`config.mk`:
```
export PLATFORM = sky130hd
export DESIGN_NAME = domain_slot_scheduler_flat
export DESIGN_NICKNAME = d
export VERILOG_FILES = /design/src/rtl/domain_slot_scheduler_if.sv /design/src/rtl/domain_slot_scheduler.sv /design/src/flat_wrapper.sv
export SDC_FILE = /design/constraint.sdc
export NUM_CORES = 1
export LEC_CHECK = 0
export BUFFER_PORTS_ARGS = -buffer_cell sky130_fd_sc_hd__buf_2
export CORE_MARGIN = 5
export CORE_UTILIZATION = 41
export DETAILED_ROUTE_END_ITERATION = 7
export HOLD_SLACK_MARGIN = 0.08
export PLACE_DENSITY = 0.73
export SLEW_MARGIN = 25
export SYNTH_ARGS = -nofsm -noshare
export SYNTH_HDL_FRONTEND = slang
export SYNTH_SLANG_ARGS = --single-unit
export TNS_END_PERCENT = 100
```
`constraint.sdc`:
```
create_clock -name clk -period 1.5 [get_ports clk]
set_clock_uncertainty 0.2 [all_clocks]
set_input_delay 0.15 -clock clk [delete_from_list [all_inputs] [get_ports clk]]
set_output_delay 0.15 -clock clk [all_outputs]
set_load 0.02 [all_outputs]
```
`src/rtl/domain_slot_scheduler_if.sv`:
```
// Handshake bundle between the two domain sources, the scheduler and the downstream mux.
interface domain_slot_scheduler_if #(
    parameter int unsigned DATA_W = 8
);
    logic              d1_valid;
    logic [DATA_W-1:0] d1_data;
    logic              d1_ready;
    logic              d2_valid;
    logic [DATA_W-1:0] d2_data;
    logic              d2_ready;
    logic              out_ready;
    logic              out_valid;
    logic [DATA_W-1:0] out_data;
    logic              sel;
    logic              scrub;
    logic              drop_d1;
    logic              drop_d2;

    // Environment side: drives sources and downstream ready
    modport master (
        output d1_valid, d1_data, d2_valid, d2_data, out_ready,
        input  d1_ready, d2_ready, out_valid, out_data, sel, scrub, drop_d1, drop_d2
    );

    // Scheduler side
    modport slave (
        input  d1_valid, d1_data, d2_valid, d2_data, out_ready,
        output d1_ready, d2_ready, out_valid, out_data, sel, scrub, drop_d1, drop_d2
    );
endinterface

```
`src/rtl/domain_slot_scheduler.sv`:
```
// Fixed time-division scheduler: one domain per slot, one-entry output register,
// register scrubbed between slots so nothing of one domain leaks into the other's slot.
module domain_slot_scheduler #(
    parameter int unsigned DATA_W    = 8,
    parameter int unsigned SLOT_LEN  = 16,
    parameter int unsigned SCRUB_LEN = 2
) (
    input  logic                    clk,
    input  logic                    rst_n,
    domain_slot_scheduler_if.slave  bus
);

    localparam int unsigned LEN_MAX = (SLOT_LEN > SCRUB_LEN) ? SLOT_LEN : SCRUB_LEN;
    localparam int unsigned CNT_W   = $clog2(LEN_MAX);

    typedef enum logic [1:0] {
        SLOT_D1 = 2'd0,
        SCRUB_1 = 2'd1,
        SLOT_D2 = 2'd2,
        SCRUB_2 = 2'd3
    } state_t;

    state_t              state_q, state_d;
    logic [CNT_W-1:0]    cnt_q, cnt_d;
    logic                ov_q, ov_d;
    logic [DATA_W-1:0]   od_q, od_d;
    logic                sel_q, sel_d;
    logic                scrub_q, scrub_d;
    logic                drop1_q, drop1_d;
    logic                drop2_q, drop2_d;
    logic                d1_ready_c, d2_ready_c;
    logic                room_c;
    logic                slot_last_c;
    logic                scrub_last_c;
    logic                load_c;
    logic [DATA_W-1:0]   load_data_c;

    // State, slot counter and all registered outputs
    always_ff @(posedge clk or negedge rst_n) begin
        if (!rst_n) begin
            state_q <= SLOT_D1;
            cnt_q   <= '0;
            ov_q    <= 1'b0;
            od_q    <= '0;
            sel_q   <= 1'b0;
            scrub_q <= 1'b0;
            drop1_q <= 1'b0;
            drop2_q <= 1'b0;
        end else begin
            state_q <= state_d;
            cnt_q   <= cnt_d;
            ov_q    <= ov_d;
            od_q    <= od_d;
            sel_q   <= sel_d;
            scrub_q <= scrub_d;
            drop1_q <= drop1_d;
            drop2_q <= drop2_d;
        end
    end

    // Schedule sequencing, acceptance and output register next values
    always_comb begin
        state_d      = state_q;
        cnt_d        = cnt_q + CNT_W'(1);
        ov_d         = ov_q;
        od_d         = od_q;
        drop1_d      = 1'b0;
        drop2_d      = 1'b0;
        d1_ready_c   = 1'b0;
        d2_ready_c   = 1'b0;
        room_c       = !ov_q || bus.out_ready;
        slot_last_c  = (cnt_q == CNT_W'(SLOT_LEN - 1));
        scrub_last_c = (cnt_q == CNT_W'(SCRUB_LEN - 1));

        case (state_q)
            SLOT_D1: begin
                // rst_n term keeps ready low while reset is held
                d1_ready_c = rst_n && (cnt_q < CNT_W'(SLOT_LEN - 1)) && room_c;
                if (slot_last_c) begin
                    state_d = SCRUB_1;
                    cnt_d   = '0;
                    drop1_d = ov_q && !bus.out_ready;
                end
            end
            SCRUB_1: begin
                if (scrub_last_c) begin
                    state_d = SLOT_D2;
                    cnt_d   = '0;
                end
            end
            SLOT_D2: begin
                d2_ready_c = rst_n && (cnt_q < CNT_W'(SLOT_LEN - 1)) && room_c;
                if (slot_last_c) begin
                    state_d = SCRUB_2;
                    cnt_d   = '0;
                    drop2_d = ov_q && !bus.out_ready;
                end
            end
            SCRUB_2: begin
                if (scrub_last_c) begin
                    state_d = SLOT_D1;
                    cnt_d   = '0;
                end
            end
            default: begin
                state_d = SLOT_D1;
                cnt_d   = '0;
            end
        endcase

        load_c      = (d1_ready_c && bus.d1_valid) || (d2_ready_c && bus.d2_valid);
        load_data_c = d1_ready_c ? bus.d1_data : bus.d2_data;

        if (load_c) begin
            ov_d = 1'b1;
            od_d = load_data_c;
        end else if (ov_q && bus.out_ready) begin
            ov_d = 1'b0;
        end

        // Entering or staying in scrub empties the register (discarding an undelivered word)
        if (state_d == SCRUB_1 || state_d == SCRUB_2) begin
            ov_d = 1'b0;
        end
        if (!ov_d) begin
            od_d = '0;
        end

        sel_d   = (state_d == SLOT_D2) || (state_d == SCRUB_2);
        scrub_d = (state_d == SCRUB_1) || (state_d == SCRUB_2);
    end

    assign bus.d1_ready  = d1_ready_c;
    assign bus.d2_ready  = d2_ready_c;
    assign bus.out_valid = ov_q;
    assign bus.out_data  = od_q;
    assign bus.sel       = sel_q;
    assign bus.scrub     = scrub_q;
    assign bus.drop_d1   = drop1_q;
    assign bus.drop_d2   = drop2_q;

endmodule

```
`src/flat_wrapper.sv`:
```
// flat-port wrapper written by rule: the top's interface ports become plain ports
module domain_slot_scheduler_flat 
#(
    parameter int unsigned DATA_W    = 8,
    parameter int unsigned SLOT_LEN  = 16,
    parameter int unsigned SCRUB_LEN = 2
)
  (clk, rst_n, bus_d1_valid, bus_d1_data, bus_d2_valid, bus_d2_data, bus_out_ready, bus_d1_ready, bus_d2_ready, bus_out_valid, bus_out_data, bus_sel, bus_scrub, bus_drop_d1, bus_drop_d2);
  domain_slot_scheduler_if #(.DATA_W(DATA_W)) bus_i ();
  input  logic clk;
  input  logic rst_n;
  input wire logic [$bits(bus_i.d1_valid)-1:0] bus_d1_valid;
  input wire logic [$bits(bus_i.d1_data)-1:0] bus_d1_data;
  input wire logic [$bits(bus_i.d2_valid)-1:0] bus_d2_valid;
  input wire logic [$bits(bus_i.d2_data)-1:0] bus_d2_data;
  input wire logic [$bits(bus_i.out_ready)-1:0] bus_out_ready;
  output wire logic [$bits(bus_i.d1_ready)-1:0] bus_d1_ready;
  output wire logic [$bits(bus_i.d2_ready)-1:0] bus_d2_ready;
  output wire logic [$bits(bus_i.out_valid)-1:0] bus_out_valid;
  output wire logic [$bits(bus_i.out_data)-1:0] bus_out_data;
  output wire logic [$bits(bus_i.sel)-1:0] bus_sel;
  output wire logic [$bits(bus_i.scrub)-1:0] bus_scrub;
  output wire logic [$bits(bus_i.drop_d1)-1:0] bus_drop_d1;
  output wire logic [$bits(bus_i.drop_d2)-1:0] bus_drop_d2;
  assign bus_i.d1_valid = bus_d1_valid;
  assign bus_i.d1_data = bus_d1_data;
  assign bus_i.d2_valid = bus_d2_valid;
  assign bus_i.d2_data = bus_d2_data;
  assign bus_i.out_ready = bus_out_ready;
  assign bus_d1_ready = bus_i.d1_ready;
  assign bus_d2_ready = bus_i.d2_ready;
  assign bus_out_valid = bus_i.out_valid;
  assign bus_out_data = bus_i.out_data;
  assign bus_sel = bus_i.sel;
  assign bus_scrub = bus_i.scrub;
  assign bus_drop_d1 = bus_i.drop_d1;
  assign bus_drop_d2 = bus_i.drop_d2;
  domain_slot_scheduler #(.DATA_W(DATA_W), .SLOT_LEN(SLOT_LEN), .SCRUB_LEN(SCRUB_LEN)) u_core (.clk(clk), .rst_n(rst_n), .bus(bus_i));
endmodule
```
==> reports/metrics.cfg, run 1 <==
[run_status]
run_status=complete, but fails checks
violations=setup timing

[hold_path]
min_path_type=in2reg

[global_routing]
grt_use_total=0.1847
antenna_found_initial=0
overflow=0
use_met3=0.02088
grt_first_pass_wirelength_mm=4.436
grt_max_degree=19
use_met2=0.3472
grt-busiest-layer=met2
grt_pass1_vias=890
grt_use_met1=0.2006

[detailed_routing]
ant_nets=0
dr.first_iter.drc_count=18
viasPerCell=5.211
route.vias.total=865
wirelength_mm=2.908
drcViolationCount=0
wl_per_cell_um=17.52
dr.pass1.iters=4

[timing]
finalSetupTns_ps=-1998
hold_viol=0
relSlewSlack=0.8110
slew_viol_final=0
grt_setup_unrepaired=true
fin_crit_sh=1.151
finalSetupViolations=11
whs_ps=58.61
tightest_slew_ps=283.5
fin_crit_ps=1727
setup_ws_ps=-226.6
timing.fmax_mhz=579.2

[floorplanning]
ios=36
core_mm2=0.002002
initial_core_util=0.4356
die_area_mm2=0.003149
row_count=16
die_h_um=56.12
die_w_um=56.12

[synthesis]
synthArstFlopShare=1.000
avgSynthCellArea_um2=12.46
netlist_area_um2=872.1
synth-edff-count=0
synth-seq-cells=18
yosys_warnings=0
ys_seq_area_frac=0.5165
yosysTopAreaCellShare=0.5165
synthFlopType=dfrtp_1
yosysUniqueCellTypes=27
synth.area.top_cells=dfrtp_1, mux2i_1, o2bb2ai_1, a221oi_4, ha_1
netlist_instances=70
synthesis.nets=93
synth_top_cell_by_area=dfrtp_1

[cts]
cts_made_buffers=3
max-clock-path-buffers=2
clock_latency_ps=300
cts_root_buffer=clkbuf_4
clkSlewWorstSetupHoldPaths_ps=110
cts_tree=built
cts_num_sinks=18
holdBufCountCts=17
h-tree-depth=1

[power]
power_density_mw_per_mm2=660.4
switching_share=0.2632
power.switching_w=0.0002648
p_comb_frac=0.186
pwr-share-seq=0.508
ir_worst_vdd_v=0.0005541
internal-power_w=0.0007416
clkPwrFrac=0.306
total_power_w=0.001006
leakage_nw=0.7121

[layout]
n_antenna_cell=0
regArea_um2=451.7
area_growth_pct=74.75
multi_input_area_um2=498.0
finish.instance_area_mm2=0.001524
drive_gt1_frac=0.5683
final_cells=166
layout.nets=163
fill_cells=133

[setup_path]
critPathArrivalTime_ps=1750
cp_max_fo=5
critPathKind=reg2reg
critPathRequiredTime_ps=1530
start_kind=register
cp-end-kind=register

[place]
numPortBuffers=35
dp_hpwl_mm=1.605
place_inst=138
placed_area_mm2=0.001134
place.gp.congestion=0.8521

[run]
cap_viol_max_count=0

through the flow:
| step | setup slack (ps) | util |
|---|---|---|
| after floorplan | -65.46 | - |
| after global placement | -117.8 | 0.5663 |
| after detailed placement | -203.2 | 0.5663 |
| after CTS | -218.2 | 0.7294 |
| after global routing | -272.5 | 0.7613 |
| final | -226.6 | 0.7613 |
registers in the layout, summed over array words and instances (netlist names):
signal	flops
u_core.bus.out_data	8
u_core.bus.sel	1
u_core.bus.scrub	1
u_core.cnt_q	4
u_core.bus.drop_d2	1
u_core.state_q	1
u_core.bus.drop_d1	1
u_core.bus.out_valid	1
power by group through the flow:
stage / registers, W / logic (W) / clock network (W)
detailed placement: 0.000516 / 0.000118 / 0
global placement: 0.000516 / 0.000114 / 0
floorplan: 0.000535 / 0.0000378 / 0
global route: 0.000512 / 0.000201 / 0.000324
finish: 0.000511 / 0.000187 / 0.000308
CTS: 0.000508 / 0.000170 / 0.000306
synth_stat cells (2+ instances only):
cell type,count
dfrtp_1,18
ha_1,2
inv_1,3
mux2i_1,8
nand3_1,4
nor2_1,6
nor4_1,2
o2bb2ai_1,8
timing repair:
action | in CTS | in global routing
setup endpoints to repair | 14 | 17
resized for setup | 16 | 10
endpoints found under the hold margin | 26 | 3
pin swaps | 7 | 5
setup buffers | 4 | 3
routing by layer:
layer	wire length (um)	up-vias	share of wire
li1	-	397	-
met1	1089	422	0.37
met2	1581	34	0.54
met5	0	-	0
met4	104	0	0.036
met3	132	12	0.045
logic make-up (layout without fill, tap and decap cells):
| group | after synthesis | count (layout) | share of synthesized area |
|---|---|---|---|
| AND/OR/NAND/NOR | 17 | 17 | 0.1205 |
| multiplexers | 9 | 9 | 0.1047 |
| XOR/XNOR | 2 | 2 | 0.02009 |
| buffers and inverters | 7 | 76 | 0.04159 |
| AO/OA/AOI/OAI | 15 | 15 | 0.1679 |
| flip-flops | 18 | 18 | 0.5165 |
| adder cells (fa/ha/maj) | 2 | 2 | 0.02869 |
cell type report:
type / count / area share
Tap cell: 27 / 0.02217
Multi-Input combinational cell: 45 / 0.3268
Clock buffer: 4 / 0.02381
Timing Repair Buffer: 69 / 0.3235
Inverter: 3 / 0.007389
Sequential cell: 18 / 0.2964
path summary, 6_finish.rpt:
check | slack, ps | end | from | depth (start not counted)
worst max register to register | -230 | u_core.bus.out_data[0] | u_core.cnt_q[1] | 5
min in group asynchronous | 150 | u_core.bus.sel | rst_n | 3
worst min-delay path | 60 | u_core.bus.drop_d2 | bus_out_ready | 3
worst min register to register | 310 | u_core.bus.out_data[6] | u_core.bus.out_data[6] | 1
worst max-delay path | -230 | u_core.bus.out_data[0] | u_core.cnt_q[1] | 5
max in group asynchronous | 730 | u_core.cnt_q[1] | rst_n | 3
cells in the final DEF (no fill, tap or decap), types with 2 or more instances in the layout:
| cell | count |
|---|---|
| buf_2 | 33 |
| buf_4 | 15 |
| buf_6 | 4 |
| clkbuf_4 | 3 |
| dfrtp_1 | 17 |
| dlygate4sd3_1 | 17 |
| ha_4 | 2 |
| inv_1 | 2 |
| mux2i_1 | 8 |
| nand3_1 | 2 |
| nor2_1 | 5 |
| nor4_1 | 2 |
| o2bb2ai_2 | 8 |
critical path: stages (launching register included):
cell and delay, ps:
dfrtp_2 450, ha_4 190, a21o_4 220, a221oi_4 290, buf_6 180, o2bb2ai_2 120
No activity file was read; power rests on OpenSTA's default activity.
==> run 2: changes to the inputs <==
--- a/config.mk
+++ b/config.mk
@@ -7,10 +7,11 @@
 export LEC_CHECK = 0
 export BUFFER_PORTS_ARGS = -buffer_cell sky130_fd_sc_hd__buf_2
 export CORE_MARGIN = 5
-export CORE_UTILIZATION = 41
+export CORE_UTILIZATION = 40
 export DETAILED_ROUTE_END_ITERATION = 7
 export HOLD_SLACK_MARGIN = 0.08
-export PLACE_DENSITY = 0.73
+export PLACE_DENSITY = 0.71
+export SETUP_SLACK_MARGIN = 0.3
 export SLEW_MARGIN = 25
 export SYNTH_ARGS = -nofsm -noshare
 export SYNTH_HDL_FRONTEND = slang
==> run 2 against run 1 <==
Highest routed layer unchanged. The flow still finishes with violations (setup timing). Global-route usage is 0.46 points lower. Sequential share of layout area is 2.4 points lower. Largest cell class is now non-clock buffers. Fmax is 2.0% lower. Die area is 2.0% higher. Critical path type is now reg2out. Sequential cell count stayed put. Critical path depth stayed put. Power is 3.0% higher.
==> reports/metrics.cfg, run 2 (same netlist as run 1, synthesis figures left out) <==
[layout]
area_growth_pct=90.24
drive_gt1_frac=0.5486  ; -0.01973
layout.nets=168  ; +3.1%
final_cells=172  ; +3.6%
layout_commonest_cell=buf_2
fill_cells=118  ; -11%
regArea_um2=451.7  ; unchanged
multi_input_area_um2=496.7  ; -0.25%
finish.instance_area_mm2=0.001659  ; +8.9%
final_cell_mix=buf_2, buf_4, dlygate4sd3_1, dfrtp_1, buf_6
n_antenna_cell=0  ; unchanged
largest_register_ffs=8  ; unchanged

[floorplanning]
core_mm2=0.002148  ; +7.3%
ios=36  ; unchanged
die_area_mm2=0.003214  ; +2.0%
die_w_um=56.69  ; +1.0%
die_h_um=56.69  ; +1.0%
row_count=17  ; +1
initial_core_util=0.4059  ; -0.02968

[timing]
slew_viol_final=0  ; unchanged
hold_viol=0  ; unchanged
finalSetupTns_ps=-1671  ; +327.0 ps
finalSetupViolations=11  ; unchanged
setup_ws_ps=-262.0  ; -35.44 ps
fin_crit_sh=1.175  ; +0.02363
fin_crit_ps=1762  ; +35.44 ps
timing.fmax_mhz=567.5  ; -2.0%
relSlewSlack=0.7975  ; -0.01350
grt_setup_unrepaired=true
tightest_slew_ps=303.0  ; +19.53 ps

[cts]
h-tree-depth=1  ; unchanged
holdBufCountCts=17  ; unchanged
clkSlewWorstSetupHoldPaths_ps=110  ; about the same
clock_latency_ps=300  ; about the same
cts_num_sinks=18  ; unchanged
cts_made_buffers=3  ; unchanged
cts_root_buffer=clkbuf_4
cts_tree=built
max-clock-path-buffers=2  ; unchanged

[run_status]
violations=setup timing
run_status=complete, but fails checks

[place]
numPortBuffers=35  ; unchanged
place_inst=141  ; +2.2%
dp_hpwl_mm=1.544  ; -3.7%
place.gp.congestion=0.8189  ; -3.9%
placed_area_mm2=0.001166  ; +2.9%
dp_slack_ps=-182.1  ; +21.05 ps

[hold_path]
min_path_type=in2reg
hp-start=bus_out_ready
min_path_cells=3  ; unchanged
min_to=u_core.bus.drop_d2

[detailed_routing]
drcViolationCount=0  ; unchanged
ant_nets=0  ; unchanged
dr.pass1.iters=4  ; unchanged
viasPerCell=5.163  ; -0.92%
dr.first_iter.drc_count=22  ; +4
wl_per_cell_um=17.63  ; +0.63%
wirelength_mm=3.032  ; +4.3%
route.vias.total=888  ; +2.7%

[setup_path]
start_kind=register
r2r_slack_ps=-150  ; +80 ps
cp_max_fo=3  ; -2
path_cells=ha_4 -> nand3_4 -> nand3_4 -> nor2_4 -> buf_6
worstRegToRegCells=5  ; unchanged
slowest_delay_ps=440  ; about the same
critPathArrivalTime_ps=1410  ; -340 ps
reg2reg_to=u_core.bus.out_data[3]
slowest_stage=dfrtp_1
crit_buf_inv=1  ; unchanged
path_delay_family=flip-flops
timing.rr.start=u_core.cnt_q[0]
cp-end-kind=output pin
critPathKind=reg2out
critPathRequiredTime_ps=1150  ; -380 ps
crit_top_cell=nand3_4

[power]
power_density_mw_per_mm2=624.7  ; -5.4%
total_power_w=0.001036  ; +3.0%
leakage_nw=0.7522  ; +5.6%
ir_worst_vdd_v=0.0006356  ; +15%

[global_routing]
grt_pass1_vias=912  ; +2.5%
grt_first_pass_wirelength_mm=4.443  ; +0.16%
overflow=0  ; unchanged
grt_max_degree=19  ; unchanged
grt_use_total=0.1801  ; -0.004582
antenna_found_initial=0  ; unchanged

[run]
cap_viol_max_count=0  ; unchanged

run 2: cell type report:
type,count,share of cell area
clock buffer,4,0.02187
inverter,3,0.006787
multi-input combinational,45,0.2994
sequential,18,0.2722
tap,28,0.02112
timing repair buffer,74,0.3786
run 2: worst max path at each step:
stage / start / end / cells after the start
finish: u_core.cnt_q[0] / bus_d1_ready / 5
global route: u_core.cnt_q[1] / bus_d1_ready / 5
CTS: u_core.cnt_q[1] / bus_d1_ready / 5
detailed placement: u_core.cnt_q[1] / u_core.bus.out_data[2] / 4
global placement: u_core.cnt_q[1] / u_core.bus.out_data[2] / 4
floorplan: u_core.cnt_q[0] / u_core.bus.out_data[0] / 4
run 2: repair_timing:
action                                  4_1_cts  5_1_grt
gates resized for setup                      34       16
buffers inserted                              6        4
endpoints found under the setup margin       27       33
pin swaps                                     9        1
endpoints found under the hold margin        26        1
run 2: routing by layer:
layer  vias to the layer above  wire (um)  global-route usage
li1                        405          -                   -
met5                         -          0                   0
met1                       436       1193              0.2008
met2                        39       1555              0.3102
met3                         8        193             0.04828
met4                         0         89             0.09153
run 2: per-stage QoR:
stage                     hold slack [ps]    util
after CTS                           84.68  0.7350
after detailed placement           -56.72  0.5428
after floorplan                    -345.6       -
after global placement             -62.89  0.5428
after global routing                114.6  0.7723
final                               131.9  0.7723
run 2: power breakdown:
part,internal (W),switching (W),total [W]
clock,0.000148,0.000160,0.000309
combinational,0.000121,0.0000953,0.000216
sequential,0.000500,0.0000120,0.000511
total,0.000769,0.000268,0.00104
run 2: worst reg2reg max path, cell delays in order (launching register included):
cell and delay [ps]:
dfrtp_1 440, ha_4 200, nand3_4 100, buf_4 160, nand4_2 250, o2bb2ai_1 240
==> run 3: changes to the inputs <==
--- a/config.mk
+++ b/config.mk
@@ -10,7 +10,7 @@
 export CORE_UTILIZATION = 40
 export DETAILED_ROUTE_END_ITERATION = 7
 export HOLD_SLACK_MARGIN = 0.08
-export PLACE_DENSITY = 0.71
+export PLACE_DENSITY = 0.68
 export SETUP_SLACK_MARGIN = 0.3
 export SLEW_MARGIN = 25
 export SYNTH_ARGS = -nofsm -noshare
==> constraint.sdc (replaced) <==
create_clock -name clk -period 2 [get_ports clk]
set_clock_uncertainty 0.2 [all_clocks]
set_input_delay 0.2 -clock clk [delete_from_list [all_inputs] [get_ports clk]]
set_output_delay 0.2 -clock clk [all_outputs]
set_load 0.02 [all_outputs]
==> run 3 against run 2 <==
The run now ends clean. Wire length fell by 18%. Global-route usage fell by 1.5 points. Sequential power fell by 25%. Utilization fell by 9.8 points. Count of clock-buffer cells in the layout did not move. Final cell count fell by 7.0%. Final area fell by 13%. Sequential cell count did not move. First-iteration DRC count fell by 23%. Die area did not move. Largest cell class is now multi-input combinational cells.
==> reports/metrics.cfg, run 3 (same netlist as run 1, synthesis figures left out) <==
[detailed_routing]
wirelength_mm=2.478  ; -18%
drcViolationCount=0  ; unchanged
dr.first_iter.drc_count=17  ; -23%
highest_layer=met4
ant_nets=0  ; unchanged
dr_wl_met3_um=205  ; +6.2%
dr.pass1.iters=4  ; unchanged
drt-met1-wl_mm=1.006  ; -16%
wl_per_cell_um=15.49  ; -12%
met2WireLength_mm=1.207  ; -22%
viasPerCell=4.900  ; -5.1%
route.vias.total=784  ; -12%

[floorplanning]
die_w_um=56.69  ; unchanged
ios=36  ; unchanged
die_area_mm2=0.003214  ; unchanged
row_count=17  ; unchanged
die_h_um=56.69  ; unchanged
initial_core_util=0.4059  ; unchanged
core_mm2=0.002148  ; unchanged

[place]
place.gp.congestion=0.7895  ; -3.6%
dp_hpwl_mm=1.462  ; -5.3%
placed_area_mm2=0.001072  ; -8.0%
numPortBuffers=35  ; unchanged
dp_slack_ps=254.8  ; +436.9 ps

[global_routing]
grt_first_pass_wirelength_mm=4.119  ; -7.3%
grt_max_degree=19  ; unchanged
overflow=0  ; unchanged
grt_pass1_vias=867  ; -4.9%
grt_use_total=0.1654  ; -0.01469
antenna_found_initial=0  ; unchanged

[timing]
hold_viol=0  ; unchanged
finalSetupTns_ps=0  ; +1671 ps
fin_crit_ps=1726
slew_viol_final=0  ; unchanged
grt_setup_unrepaired=true
setup_ws_ps=274.5  ; +536.5 ps
tightest_slew_ps=376.1  ; +73.06 ps
relSlewSlack=0.7493  ; -0.04823
fin_crit_sh=0.8628
whs_ps=83.85  ; -48.07 ps
timing.fmax_mhz=579.5
finalSetupViolations=0  ; -11

[layout]
area_growth_pct=66.00
layout.nets=156  ; -7.1%
drive_gt1_frac=0.5227  ; -0.02588
n_antenna_cell=0  ; unchanged
final_cell_mix=buf_2, dlygate4sd3_1, dfrtp_1
largest_register_ffs=8  ; unchanged
final_util=0.6739  ; -0.09843
layout_commonest_cell=buf_2
fill_cells=165  ; +40%
finish.instance_area_mm2=0.001448  ; -13%

[setup_path]
critPathArrivalTime_ps=1740  ; +330 ps
cp_max_fo=8  ; +5
start_kind=register
critPathLaunch=u_core.cnt_q[0]
critPathKind=reg2reg
cp-end-kind=register
critPathRequiredTime_ps=2020  ; +870 ps
timing.rr.start=u_core.cnt_q[0]

[run]
cap_viol_max_count=0  ; unchanged

[power]
ir_worst_vdd_v=0.0003654  ; -43%
power_density_mw_per_mm2=503.4  ; -19%
leakage_nw=0.6828  ; -9.2%

[cts]
cts_root_buffer=clkbuf_4
cts_tree=built
clkSlewWorstSetupHoldPaths_ps=100  ; about the same
clock_latency_ps=290  ; about the same
cts_num_sinks=18  ; unchanged
h-tree-depth=1  ; unchanged
max-clock-path-buffers=2  ; unchanged
cts_made_buffers=3  ; unchanged

[hold_path]
min_path_type=in2reg
hp-start=bus_out_ready

[run_status]
run_status=complete, no violations

run 3: worst max-delay path, stage by stage, from the launching register on:
cell       delay (ps)
dfrtp_1           420
ha_4              190
buf_6             110
a21o_4            200
a221oi_4          240
buf_6             190
o2bb2ai_2         110
run 3: routing by layer:
metal | vias up | track usage
li1 | 377 | -
met1 | 370 | 0.1870
met2 | 31 | 0.2772
met3 | 6 | 0.06207
met4 | 0 | 0.06780
met5 | - | 0
run 3: timing repair:
item | in CTS | in global routing
endpoints found under the hold margin | 26 | 0
setup endpoints to repair | 10 | 11
pin swaps | 5 | 2
setup buffers | 8 | 0
gates resized for setup | 21 | 0
hold buffers | 17 | 0
run 3: layout make-up:
class                   count  area, um2  area share
clock buffers               4      36.28     0.02506
well taps                  28      35.03     0.02420
repair buffers             62      432.9      0.2990
multi-input cells          45      480.5      0.3319
inverters                   3      11.26    0.007779
flip-flops and latches     18      451.7      0.3120
run 3: power by group:
| group | switching, W | total [W] | internal [W] |
|---|---|---|---|
| Clock | 0.000107 | 0.000217 | 0.000111 |
| Sequential | 0.00000811 | 0.000383 | 0.000375 |
| Combinational | 0.0000629 | 0.000129 | 0.0000658 |
| Total | 0.000177 | 0.000729 | 0.000551 |
run 3: path summary, 6_finish.rpt:
path                                           to  cells after the start  slack, ps
setup / recovery           u_core.bus.out_data[7]                      6        270
hold / removal                 u_core.bus.drop_d2                      3         80
setup reg to reg           u_core.bus.out_data[7]                      6        270
hold reg to reg            u_core.bus.out_data[7]                      1        300
max in group asynchronous       u_core.state_q[0]                      3       1160
min in group asynchronous  u_core.bus.out_data[0]                      3        230
run 3: through the flow:
step / instances / total power (W)
floorplan: 70 / 0.0004297
global placement: 131 / 0.0004736
detailed placement: 131 / 0.0004751
CTS: 160 / 0.0007330
global route: 160 / 0.0007677
finish: 160 / 0.0007287
